$ cat src/rtl/fpu_exc_handler.sv
// FP32 multiplier exception stage: special-value substitution, sticky flags, interrupt and event counter.
// Optional event counter enabled by defining FPU_EXC_COUNT_EN; otherwise exc_count is tied to zero.
module fpu_exc_handler #(
    parameter int CNT_W = 16
) (
    input  logic             clk,
    input  logic             rst_n,
    input  logic             in_valid,
    output logic             in_ready,
    input  logic             in_sign,
    input  logic [31:0]      in_result,
    input  logic             invalid_flag,
    input  logic             overflow_flag,
    input  logic             zero_flag,
    output logic             out_valid,
    input  logic             out_ready,
    output logic [31:0]      out_result,
    output logic [2:0]       out_flags,
    output logic [2:0]       sticky_flags,
    input  logic [2:0]       irq_mask,
    input  logic             clr_sticky,
    output logic             irq,
    output logic [CNT_W-1:0] exc_count
);

    // Valid/ready: a transfer happens on a rising edge where valid && ready; the producer holds
    // its payload stable while valid is high and ready is low. The single output register
    // refills in the same cycle it drains, so in_ready depends only on out_valid and out_ready.
    logic        accept;
    logic [2:0]  flags_d;
    logic [31:0] result_d;
    logic [2:0]  sticky_d;

    assign in_ready = !out_valid || out_ready;
    assign accept   = in_valid && in_ready;

    always_comb begin
        flags_d  = 3'b000;
        result_d = in_result;
        if (invalid_flag) begin
            flags_d  = 3'b100;
            result_d = 32'h7FC0_0000;
        end else if (overflow_flag) begin
            flags_d  = 3'b010;
            result_d = {in_sign, 8'hFF, 23'h0};
        end else if (zero_flag) begin
            flags_d  = 3'b001;
            result_d = {in_sign, 31'h0};
        end
    end

    // A same-cycle acceptance overrides the clear so its flags are never lost.
    always_comb begin
        sticky_d = sticky_flags;
        if (accept) begin
            sticky_d = clr_sticky ? flags_d : (sticky_flags | flags_d);
        end else if (clr_sticky) begin
            sticky_d = 3'b000;
        end
    end

    always_ff @(posedge clk) begin
        if (!rst_n) begin
            out_valid    <= 1'b0;
            out_result   <= 32'h0;
            out_flags    <= 3'b000;
            sticky_flags <= 3'b000;
            irq          <= 1'b0;
        end else begin
            if (accept) begin
                out_valid  <= 1'b1;
                out_result <= result_d;
                out_flags  <= flags_d;
            end else if (out_valid && out_ready) begin
                out_valid  <= 1'b0;
            end
            sticky_flags <= sticky_d;
            irq          <= |(sticky_d & irq_mask);
        end
    end

`ifdef FPU_EXC_COUNT_EN
    logic [CNT_W-1:0] count_q;
    logic             flagged_accept;

    assign flagged_accept = accept && (|flags_d);

    always_ff @(posedge clk) begin
        if (!rst_n) begin
            count_q <= '0;
        end else if (clr_sticky) begin
            count_q <= flagged_accept ? CNT_W'(1) : '0;
        end else if (flagged_accept && (count_q != {CNT_W{1'b1}})) begin
            count_q <= count_q + CNT_W'(1);
        end
    end

    assign exc_count = count_q;
`else
    assign exc_count = '0;
`endif

endmodule
$ cat config.mk
export PLATFORM = sky130hd
export DESIGN_NAME = fpu_exc_handler
export DESIGN_NICKNAME = d
export VERILOG_FILES = /design/src/rtl/fpu_exc_handler.sv
export SDC_FILE = /design/constraint.sdc
export NUM_CORES = 1
export LEC_CHECK = 0
export ABC_CLOCK_PERIOD_IN_PS = 1300
export BUFFER_PORTS_ARGS = -buffer_cell sky130_fd_sc_hd__buf_2
export CAP_MARGIN = 20
export CORE_UTILIZATION = 39
export CTS_CLUSTER_DIAMETER = 50
export DETAILED_ROUTE_END_ITERATION = 6
export PLACE_DENSITY_LB_ADDON = 0.08
export SYNTH_ARGS = -nofsm -noshare
export SYNTH_HDL_FRONTEND = slang
export SYNTH_SLANG_ARGS = --single-unit
$ cat constraint.sdc
create_clock -name clk -period 1.3 [get_ports clk]
set_input_delay 0.13 -clock clk [delete_from_list [all_inputs] [get_ports clk]]
set_output_delay 0.13 -clock clk [all_outputs]
set_load 0.01 [all_outputs]
==> results of run 1 <==
## through the flow
stage | setup slack (ns) | hold WS [ns] | total power, mW
2_1_floorplan | 0.0117 | 0.254 | 1.58
3_3_place_gp | 0.0903 | 0.389 | 1.70
3_5_place_dp | 0.0410 | 0.392 | 1.70
4_1_cts | 0.0252 | 0.0685 | 2.73
5_1_grt | 0.0115 | 0.0695 | 2.83
6_report | 0.118 | 0.0784 | 2.71
## area by class of cell
class | count | area (um^2)
Fill cell | 419 | 1890
Sequential cell | 40 | 802
Multi-Input combinational cell | 145 | 757
Timing Repair Buffer | 89 | 483
Clock buffer | 5 | 68.8
Tap cell | 50 | 62.6
Clock inverter | 3 | 47.5
Inverter | 2 | 7.51
## layout by cell type, fill, tap and decap left out, types with 3 or more instances in the layout
master / n
conb_1: 16
dfxtp_1: 39
buf_4: 3
nand2b_1: 10
nand2_1: 31
clkbuf_8: 5
o21ai_1: 7
nand3_1: 21
buf_2: 84
a21oi_1: 33
nor2b_1: 3
## flip-flops by register name (all words and copies together), names as in the netlist
signal	cells
sticky_flags	3
irq	1
out_result	32
out_valid	1
out_flags	3
## routing by layer
metal | wire length, um | track usage [%] | share of wire (%) | vias up
li1 | - | - | - | 809
met1 | 1800 | 19.2 | 45 | 679
met2 | 1840 | 29.8 | 46 | 62
met3 | 272 | 5.00 | 6.9 | 8
met4 | 55 | 7.81 | 1.4 | 0
met5 | 0 | 0 | 0 | -
## worst max path at each step
stage                     startpoint             end  slack [ns]
after floorplan            out_valid  out_result[25]        0.01
after global placement     out_valid   out_result[8]        0.09
after detailed placement   out_valid   out_result[8]        0.04
after CTS                  out_valid   out_result[8]        0.03
after global routing       out_valid    out_flags[2]        0.01
final                      out_valid        in_ready        0.12
## cell families (layout without fill, tap and decap cells)
| family | after synthesis | count (layout) | share of synthesized area (%) |
|---|---|---|---|
| multiplexers | 1 | 1 | 0.654 |
| buffers and inverters | 31 | 99 | 13.3 |
| AND/OR/NAND/NOR | 75 | 76 | 22.7 |
| other | 1 | 16 | 0.218 |
| flip-flops | 40 | 40 | 46.5 |
| AO/OA/AOI/OAI | 52 | 52 | 16.6 |
## worst register-to-register path, stage by stage (launching register included)
cell     delay (ns)
dfxtp_2        0.33
nor2b_4        0.21
inv_2          0.08
and2_4         0.23
o21ai_0        0.16
a21oi_1        0.05
## what timing repair did
item                                    CTS  global route
gates resized for setup                   0             1
hold endpoints to repair                  0             0
endpoints found under the setup margin    0            24
## power by group
part	switching, mW	total, mW	internal (mW)
sequential	0.0248	1.30	1.27
combinational	0.214	0.373	0.159
clock	0.455	1.03	0.578
==> flow_metrics.env, run 1 <==
export IMPL_grt_antenna_before_repair=0
export IMPL_syn_area_um2=1720
export IMPL_yosys_warnings=0
export IMPL_grt_ovfl_total=0
export IMPL_dp_hpwl_mm=2.75
export IMPL_synth_top_cells_by_area="dfxtp_1 47%, a21oi_1 9.6%, buf_4 7.4%, nand2_1 6.8%, nand3_1 6.1%"
export IMPL_hp_class="in -> reg"
export IMPL_run_status="completed"
export IMPL_drive_gt1_share_pct=38.4
export IMPL_hold_buffers=0
export IMPL_grt_pass1_vias=1347
export IMPL_cts_buffer_depth=2
export IMPL_layout_cells_non_filler=334
export IMPL_routed_wl_mm=3.97
export IMPL_fin_crit_ns=1.18
export IMPL_p_per_area_nw_per_um2=1210
export IMPL_syn_area_per_cell_um2=8.61
export IMPL_synthFlopType="dfxtp_1"
export IMPL_crit_type="reg -> out"
export IMPL_ys_seq_area_share_pct=46.5
export IMPL_clock_skew_ns=0.00697
export IMPL_cts_tree="built"
export IMPL_grt_pass1_wl_mm=5.84
export IMPL_antenna_cells=0
export IMPL_crit_fanout=6
export IMPL_hold_violations=0
export IMPL_yosysTopAreaCellShare_pct=46.5
export IMPL_routedWlPerCell_um=11.9
export IMPL_track_usage_pct=17.2
export IMPL_core_area_um2=4120
export IMPL_grt_max_degree=34
export IMPL_ant_nets=0
export IMPL_io_pins=101
export IMPL_vdd_drop_max_mv=0.624
export IMPL_synth_edf_count=0
export IMPL_setup_viol_count_final=0
export IMPL_clk_transition_reported_paths_ns=0.08
export IMPL_arrival_ns=1.05
export IMPL_numPortBuffers=84
export IMPL_rrSetupSlack_ns=0.14
export IMPL_synth_cell_types=34
export IMPL_num_vias=1558
export IMPL_critPathLaunchType="flop"
export IMPL_drc_errors=0
export IMPL_cts_root_buf="clkbuf_8"
export IMPL_slew_violations=0
export IMPL_clock_sinks=40
export IMPL_cts_buffers=5
export IMPL_cts_setup_buffers=0
export IMPL_final_cell_area_um2=2230
export IMPL_gp_congestion=0.734
export IMPL_leakage_nw=1.03
export IMPL_routed_via_density=4.66
export IMPL_drv_cap=0
export IMPL_initial_core_util_pct=41.8
export IMPL_cpMaxStageDelayCell="dfxtp_2"
export IMPL_critical_path_max_stage_delay_ns=0.33
export IMPL_dp_cells=325
export IMPL_placed_area_um2=2100
export IMPL_tns_ns=0
export IMPL_worstSetupEndpointType="output pin"
export IMPL_htree_levels=2
export IMPL_required_ns=1.17
export IMPL_synth_async_reset_ratio_pct=0
export IMPL_r2r_end="out_result[22]"
export IMPL_rsz0062_at_grt="no"
export IMPL_crit_family="flip-flops"
export IMPL_hold_start="in_result[3]"
export IMPL_rows=23
export IMPL_cp_cell_sequence="nor2b_4 > inv_2 > buf_2"
export IMPL_r2r_start="out_valid"
export IMPL_dr_pass1_iters=4
export IMPL_hold_depth=3
export IMPL_yosysMostFrequentCell="dfxtp_1"
export IMPL_dieArea_um2=4680
export IMPL_fmax_ghz=0.846
export IMPL_path_buf_inv=2
export IMPL_area_growth_pct=29.4
export IMPL_holdPathEnd="out_result[3]"
export IMPL_worst_r2r_cell_count=5
export IMPL_ys_ff_latch=40
export IMPL_post_route_period_util_pct=90.9
export IMPL_post_route_util_pct=54.2
export IMPL_nets=327
export IMPL_synth_common_cells="40 x dfxtp_1, 33 x a21oi_1, 31 x nand2_1"
export IMPL_die_h_um=68.4
export IMPL_crit_cells=3
export IMPL_die_x_um=68.4
export IMPL_yosysTopAreaCell="dfxtp_1"
export IMPL_synthCells=200
export IMPL_clock_latency_ns=0.29
export IMPL_drtIter0Drc=42
Power figures use the tool's default switching activity.
==> run 2: changes to the inputs <==
--- a/config.mk
+++ b/config.mk
@@ -8,7 +8,8 @@
 export ABC_CLOCK_PERIOD_IN_PS = 1300
 export BUFFER_PORTS_ARGS = -buffer_cell sky130_fd_sc_hd__buf_2
 export CAP_MARGIN = 20
-export CORE_UTILIZATION = 39
+export CORE_UTILIZATION = 40
+export CTS_BUF_LIST = sky130_fd_sc_hd__clkbuf_8
 export CTS_CLUSTER_DIAMETER = 50
 export DETAILED_ROUTE_END_ITERATION = 6
 export PLACE_DENSITY_LB_ADDON = 0.08
==> flow_metrics.env, run 2 (synthesis gave the netlist of run 1 again) <==
export IMPL_htree_levels=2
export IMPL_hold_violations=0
export IMPL_grt_antenna_before_repair=0
export IMPL_grt_ovfl_total=0
export IMPL_required_ns=1.17
export IMPL_crit_type="reg -> out"
export IMPL_drtIter0Drc=91
export IMPL_numPortBuffers=84
export IMPL_p_per_area_nw_per_um2=1120
export IMPL_nFillCells=417
export IMPL_cpMaxStageDelayCell="dfxtp_2"
export IMPL_num_vias=1567
export IMPL_r2r_start="out_valid"
export IMPL_crit_fanout=6
export IMPL_grt_pass1_vias=1432
export IMPL_area_growth_pct=27.6
export IMPL_hold_start="in_result[3]"
export IMPL_vdd_drop_max_mv=0.684
export IMPL_cts_buffer_depth=2
export IMPL_grt_pass1_wl_mm=6.13
export IMPL_post_route_period_util_pct=92.4
export IMPL_critical_path_max_stage_delay_ns=0.33
export IMPL_setup_viol_count_final=0
export IMPL_cp_cell_sequence="nor2b_4 > inv_2 > buf_2"
export IMPL_tns_ns=0
export IMPL_hp_class="in -> reg"
export IMPL_power_total_mw=2.45
export IMPL_nets=327
export IMPL_routedWlPerCell_um=12.0
export IMPL_reg_top3="out_result (32), out_flags (3), sticky_flags (3)"
export IMPL_clk_transition_reported_paths_ns=0.07
export IMPL_routed_via_density=4.71
export IMPL_hold_buffers=0
export IMPL_cts_root_buf="clkbuf_8"
export IMPL_largest_register_ffs=32
export IMPL_die_h_um=67.6
export IMPL_fin_crit_ns=1.20
export IMPL_rows=23
export IMPL_cts_tree="built"
export IMPL_dp_hpwl_mm=2.72
export IMPL_leakage_nw=1.01
export IMPL_layout_commonest_cell="buf_2"
export IMPL_cts_buffers=5
export IMPL_ant_nets=0
export IMPL_top_register="out_result"
export IMPL_track_usage_pct=18.3
export IMPL_run_status="completed"
export IMPL_clock_latency_ns=0.29
export IMPL_critPathLaunchType="flop"
export IMPL_fmax_ghz=0.832
export IMPL_arrival_ns=1.07
export IMPL_dr_pass1_iters=4
export IMPL_core_area_um2=4060
export IMPL_dieArea_um2=4570
export IMPL_post_route_util_pct=54.1
export IMPL_drc_errors=0
export IMPL_drive_gt1_share_pct=38.5
export IMPL_mostFrequentLayoutCells="84 x buf_2, 39 x dfxtp_1, 33 x a21oi_1"
export IMPL_die_x_um=67.6
export IMPL_cp_startpoint="out_valid"
export IMPL_rsz0062_at_grt="no"
export IMPL_grt_max_degree=34
export IMPL_clock_skew_ns=0.00546
export IMPL_fin_hold_ws_ns=0.0790
export IMPL_initial_core_util_pct=42.4
export IMPL_routed_wl_mm=4.00
export IMPL_worstSetupEndpointType="output pin"
export IMPL_gp_congestion=0.722
export IMPL_drv_cap=0
export IMPL_slew_violations=0
export IMPL_antenna_cells=0
export IMPL_io_pins=101
export IMPL_clock_sinks=40
run 2: cell count changes in the layout (fill, tap and decap cells not counted), sizes merged:
cell,previous run,this run
clkinvlp,0,1
bufinv,1,0
clkinv,2,1
run 2: final cells by class:
class / count / area (um^2) / share of cell area (%)
Sequential cell: 40 / 802 / 36.5
Clock inverter: 2 / 12.5 / 0.569
Multi-Input combinational cell: 145 / 761 / 34.6
Inverter: 2 / 7.51 / 0.342
Timing Repair Buffer: 89 / 483 / 22.0
Clock buffer: 5 / 68.8 / 3.13
Tap cell: 50 / 62.6 / 2.85
run 2: where the power goes:
group | internal [mW] | leakage (nW) | total (mW) | switching [mW]
Combinational | 0.160 | 0.644 | 0.374 | 0.214
Clock | 0.363 | 0.0400 | 0.779 | 0.416
Sequential | 1.27 | 0.327 | 1.30 | 0.0241
Total | 1.80 | 1.01 | 2.45 | 0.654
run 2: final timing paths:
check / cells after the start / slack, ns / end
setup / recovery: 3 / 0.1 / in_ready
hold / removal: 3 / 0.08 / out_result[3]
setup reg to reg: 5 / 0.1 / out_result[22]
hold reg to reg: 2 / 0.45 / out_result[3]
run 2: critical path: cells and delay by family (launching register included):
| kind | cells | cell delay, ns |
|---|---|---|
| buf+inv | 2 | 0.24 |
| flops | 1 | 0.33 |
| simple gates | 1 | 0.22 |
run 2: timing repair:
item                       in CTS  in global routing
setup endpoints to repair       0                 24
setup buffers                   0                  0
gates resized for setup         0                  1
run 2: metal layers:
metal	wire, um	track usage [%]	share of wire, %
met4	83	10.4	2.1
met5	0	0	0
met1	1760	20.1	44
met2	1900	31.7	48
met3	256	4.56	6.4
run 2: stage by stage:
stage	cells	setup WS [ns]	cell area, um^2
2_1_floorplan	215	0.0117	1780
3_3_place_gp	325	0.0832	2110
3_5_place_dp	325	0.0194	2110
4_1_cts	332	0.00851	2190
5_1_grt	333	0.0144	2200
6_report	333	0.0984	2200
==> run 3: changes to the inputs <==
--- a/config.mk
+++ b/config.mk
@@ -12,7 +12,7 @@
 export CTS_BUF_LIST = sky130_fd_sc_hd__clkbuf_8
 export CTS_CLUSTER_DIAMETER = 50
 export DETAILED_ROUTE_END_ITERATION = 6
-export PLACE_DENSITY_LB_ADDON = 0.08
+export PLACE_DENSITY = 0.74
 export SYNTH_ARGS = -nofsm -noshare
 export SYNTH_HDL_FRONTEND = slang
 export SYNTH_SLANG_ARGS = --single-unit
==> flow_metrics.env, run 3 (synthesis gave the netlist of run 1 again) <==
export IMPL_layout_commonest_cell="buf_2"
export IMPL_multi_input_area_um2=761
export IMPL_htree_levels=2
export IMPL_crit_fanout=5
export IMPL_largest_register_ffs=32
export IMPL_routed_wl_mm=3.85
export IMPL_rows=23
export IMPL_cts_root_buf="clkbuf_8"
export IMPL_grt_antenna_before_repair=0
export IMPL_p_per_area_nw_per_um2=1230
export IMPL_nets=329
export IMPL_core_area_um2=4060
export IMPL_drc_errors=0
export IMPL_clock_skew_ns=0.00325
export IMPL_initial_core_util_pct=42.4
export IMPL_run_status="completed"
export IMPL_grt_max_degree=34
export IMPL_cts_buffers=5
export IMPL_gp_congestion=0.688
export IMPL_drv_cap=0
export IMPL_clock_latency_ns=0.29
export IMPL_post_route_period_util_pct=95.9
export IMPL_die_x_um=67.6
export IMPL_hold_violations=0
export IMPL_routed_via_density=4.69
export IMPL_hold_depth=3
export IMPL_rrSetupSlack_ns=0.05
export IMPL_cts_tree="built"
export IMPL_tns_ns=0
export IMPL_dieArea_um2=4570
export IMPL_r2r_start="out_valid"
export IMPL_mostFrequentLayoutCells="84 x buf_2, 39 x dfxtp_1, 33 x a21oi_1"
export IMPL_grt_most_used_layer="met2"
export IMPL_grt_ovfl_total=0
export IMPL_numPortBuffers=84
export IMPL_leakage_nw=1.05
export IMPL_required_ns=1.52
export IMPL_die_h_um=67.6
export IMPL_holdPathEnd="out_result[4]"
export IMPL_vdd_drop_max_mv=0.620
export IMPL_met3_usage_pct=5.91
export IMPL_reg_top3="out_result (32), out_flags (3), sticky_flags (3)"
export IMPL_ant_nets=0
export IMPL_fmax_ghz=0.802
export IMPL_crit_type="reg -> reg"
export IMPL_dp_hpwl_mm=2.53
export IMPL_hp_class="in -> reg"
export IMPL_track_usage_pct=17.1
export IMPL_grt_pass1_vias=1303
export IMPL_num_vias=1575
export IMPL_clk_transition_reported_paths_ns=0.08
export IMPL_setup_viol_count_final=0
export IMPL_slew_violations=0
export IMPL_grt_pass1_wl_mm=5.73
export IMPL_area_growth_pct=31.1
export IMPL_seq_area_um2=802
export IMPL_dr_pass1_iters=4
export IMPL_drtIter0Drc=112
export IMPL_fin_crit_ns=1.25
export IMPL_routedWlPerCell_um=11.5
export IMPL_top_register="out_result"
export IMPL_io_pins=101
export IMPL_hold_start="in_result[4]"
export IMPL_cts_buffer_depth=2
export IMPL_critPathLaunchType="flop"
export IMPL_nFillCells=384
export IMPL_worstSetupEndpointType="flop"
export IMPL_drive_gt1_share_pct=39.2
export IMPL_power_total_mw=2.78
export IMPL_clock_sinks=40
export IMPL_met2_usage_pct=28.1
export IMPL_met1_usage_pct=19.3
export IMPL_arrival_ns=1.47
export IMPL_antenna_cells=0
export IMPL_worst_r2r_cell_count=5
export IMPL_r2r_end="irq"
run 3: cell count changes in the layout (fill, tap and decap cells not counted), sizes merged:
cell      previous run  this run
clkinvlp             1         0
bufinv               0         1
buf                 89        91
clkbuf               5         7
clkinv               1         0
run 3: critical path, cell delays in order (launching register included):
cell	delay (ns)
dfxtp_2	0.32
nor2b_4	0.14
buf_4	0.14
nor2_1	0.26
a21oi_1	0.14
o211ai_1	0.18
run 3: what timing repair did:
action                                  CTS  global route
hold buffers                              0             0
buffers inserted                          0             2
endpoints found under the setup margin    0            25
gates resized for setup                   0             1
run 3: how the worst max path moves through the flow:
stage | slack [ns] | endpoint | start
after floorplan | 0.01 | out_result[25] | out_valid
after CTS | 0.02 | out_result[21] | out_valid
after global placement | 0.09 | out_result[22] | out_valid
after detailed placement | 0.05 | out_result[21] | out_valid
final | 0.05 | irq | out_valid
after global routing | -0.02 | irq | out_valid
run 3: report_power, final:
group	internal, mW	total (mW)	switching (mW)
logic	0.163	0.378	0.215
clock network	0.677	1.10	0.426
registers	1.27	1.30	0.0239
total	2.11	2.78	0.665
run 3: layout make-up:
| class | count | area share (%) |
|---|---|---|
| Clock inverter | 1 | 1.33 |
| Multi-Input combinational cell | 145 | 33.7 |
| Inverter | 2 | 0.333 |
| Sequential cell | 40 | 35.5 |
| Tap cell | 50 | 2.77 |
| Clock buffer | 7 | 4.27 |
| Timing Repair Buffer | 91 | 22.1 |
run 3: stage by stage:
stage | instance area (um^2) | util, % | cells | hold WS [ns] | worst slack (ns)
after floorplan | 1780 | - | 215 | 0.254 | 0.0117
after global placement | 2110 | 51.9 | 325 | 0.386 | 0.0868
after detailed placement | 2110 | 51.9 | 325 | 0.389 | 0.0463
after CTS | 2230 | 55.0 | 333 | 0.0725 | 0.0219
after global routing | 2260 | 55.6 | 336 | 0.0752 | -0.0169
final | 2260 | 55.6 | 336 | 0.0813 | 0.0528
run 3: routing by layer:
layer	wire (um)	up-vias	share of wire, %
li1	-	812	-
met1	1750	687	45
met2	1730	69	45
met3	306	7	8.0
met4	60	0	1.6
met5	0	-	0
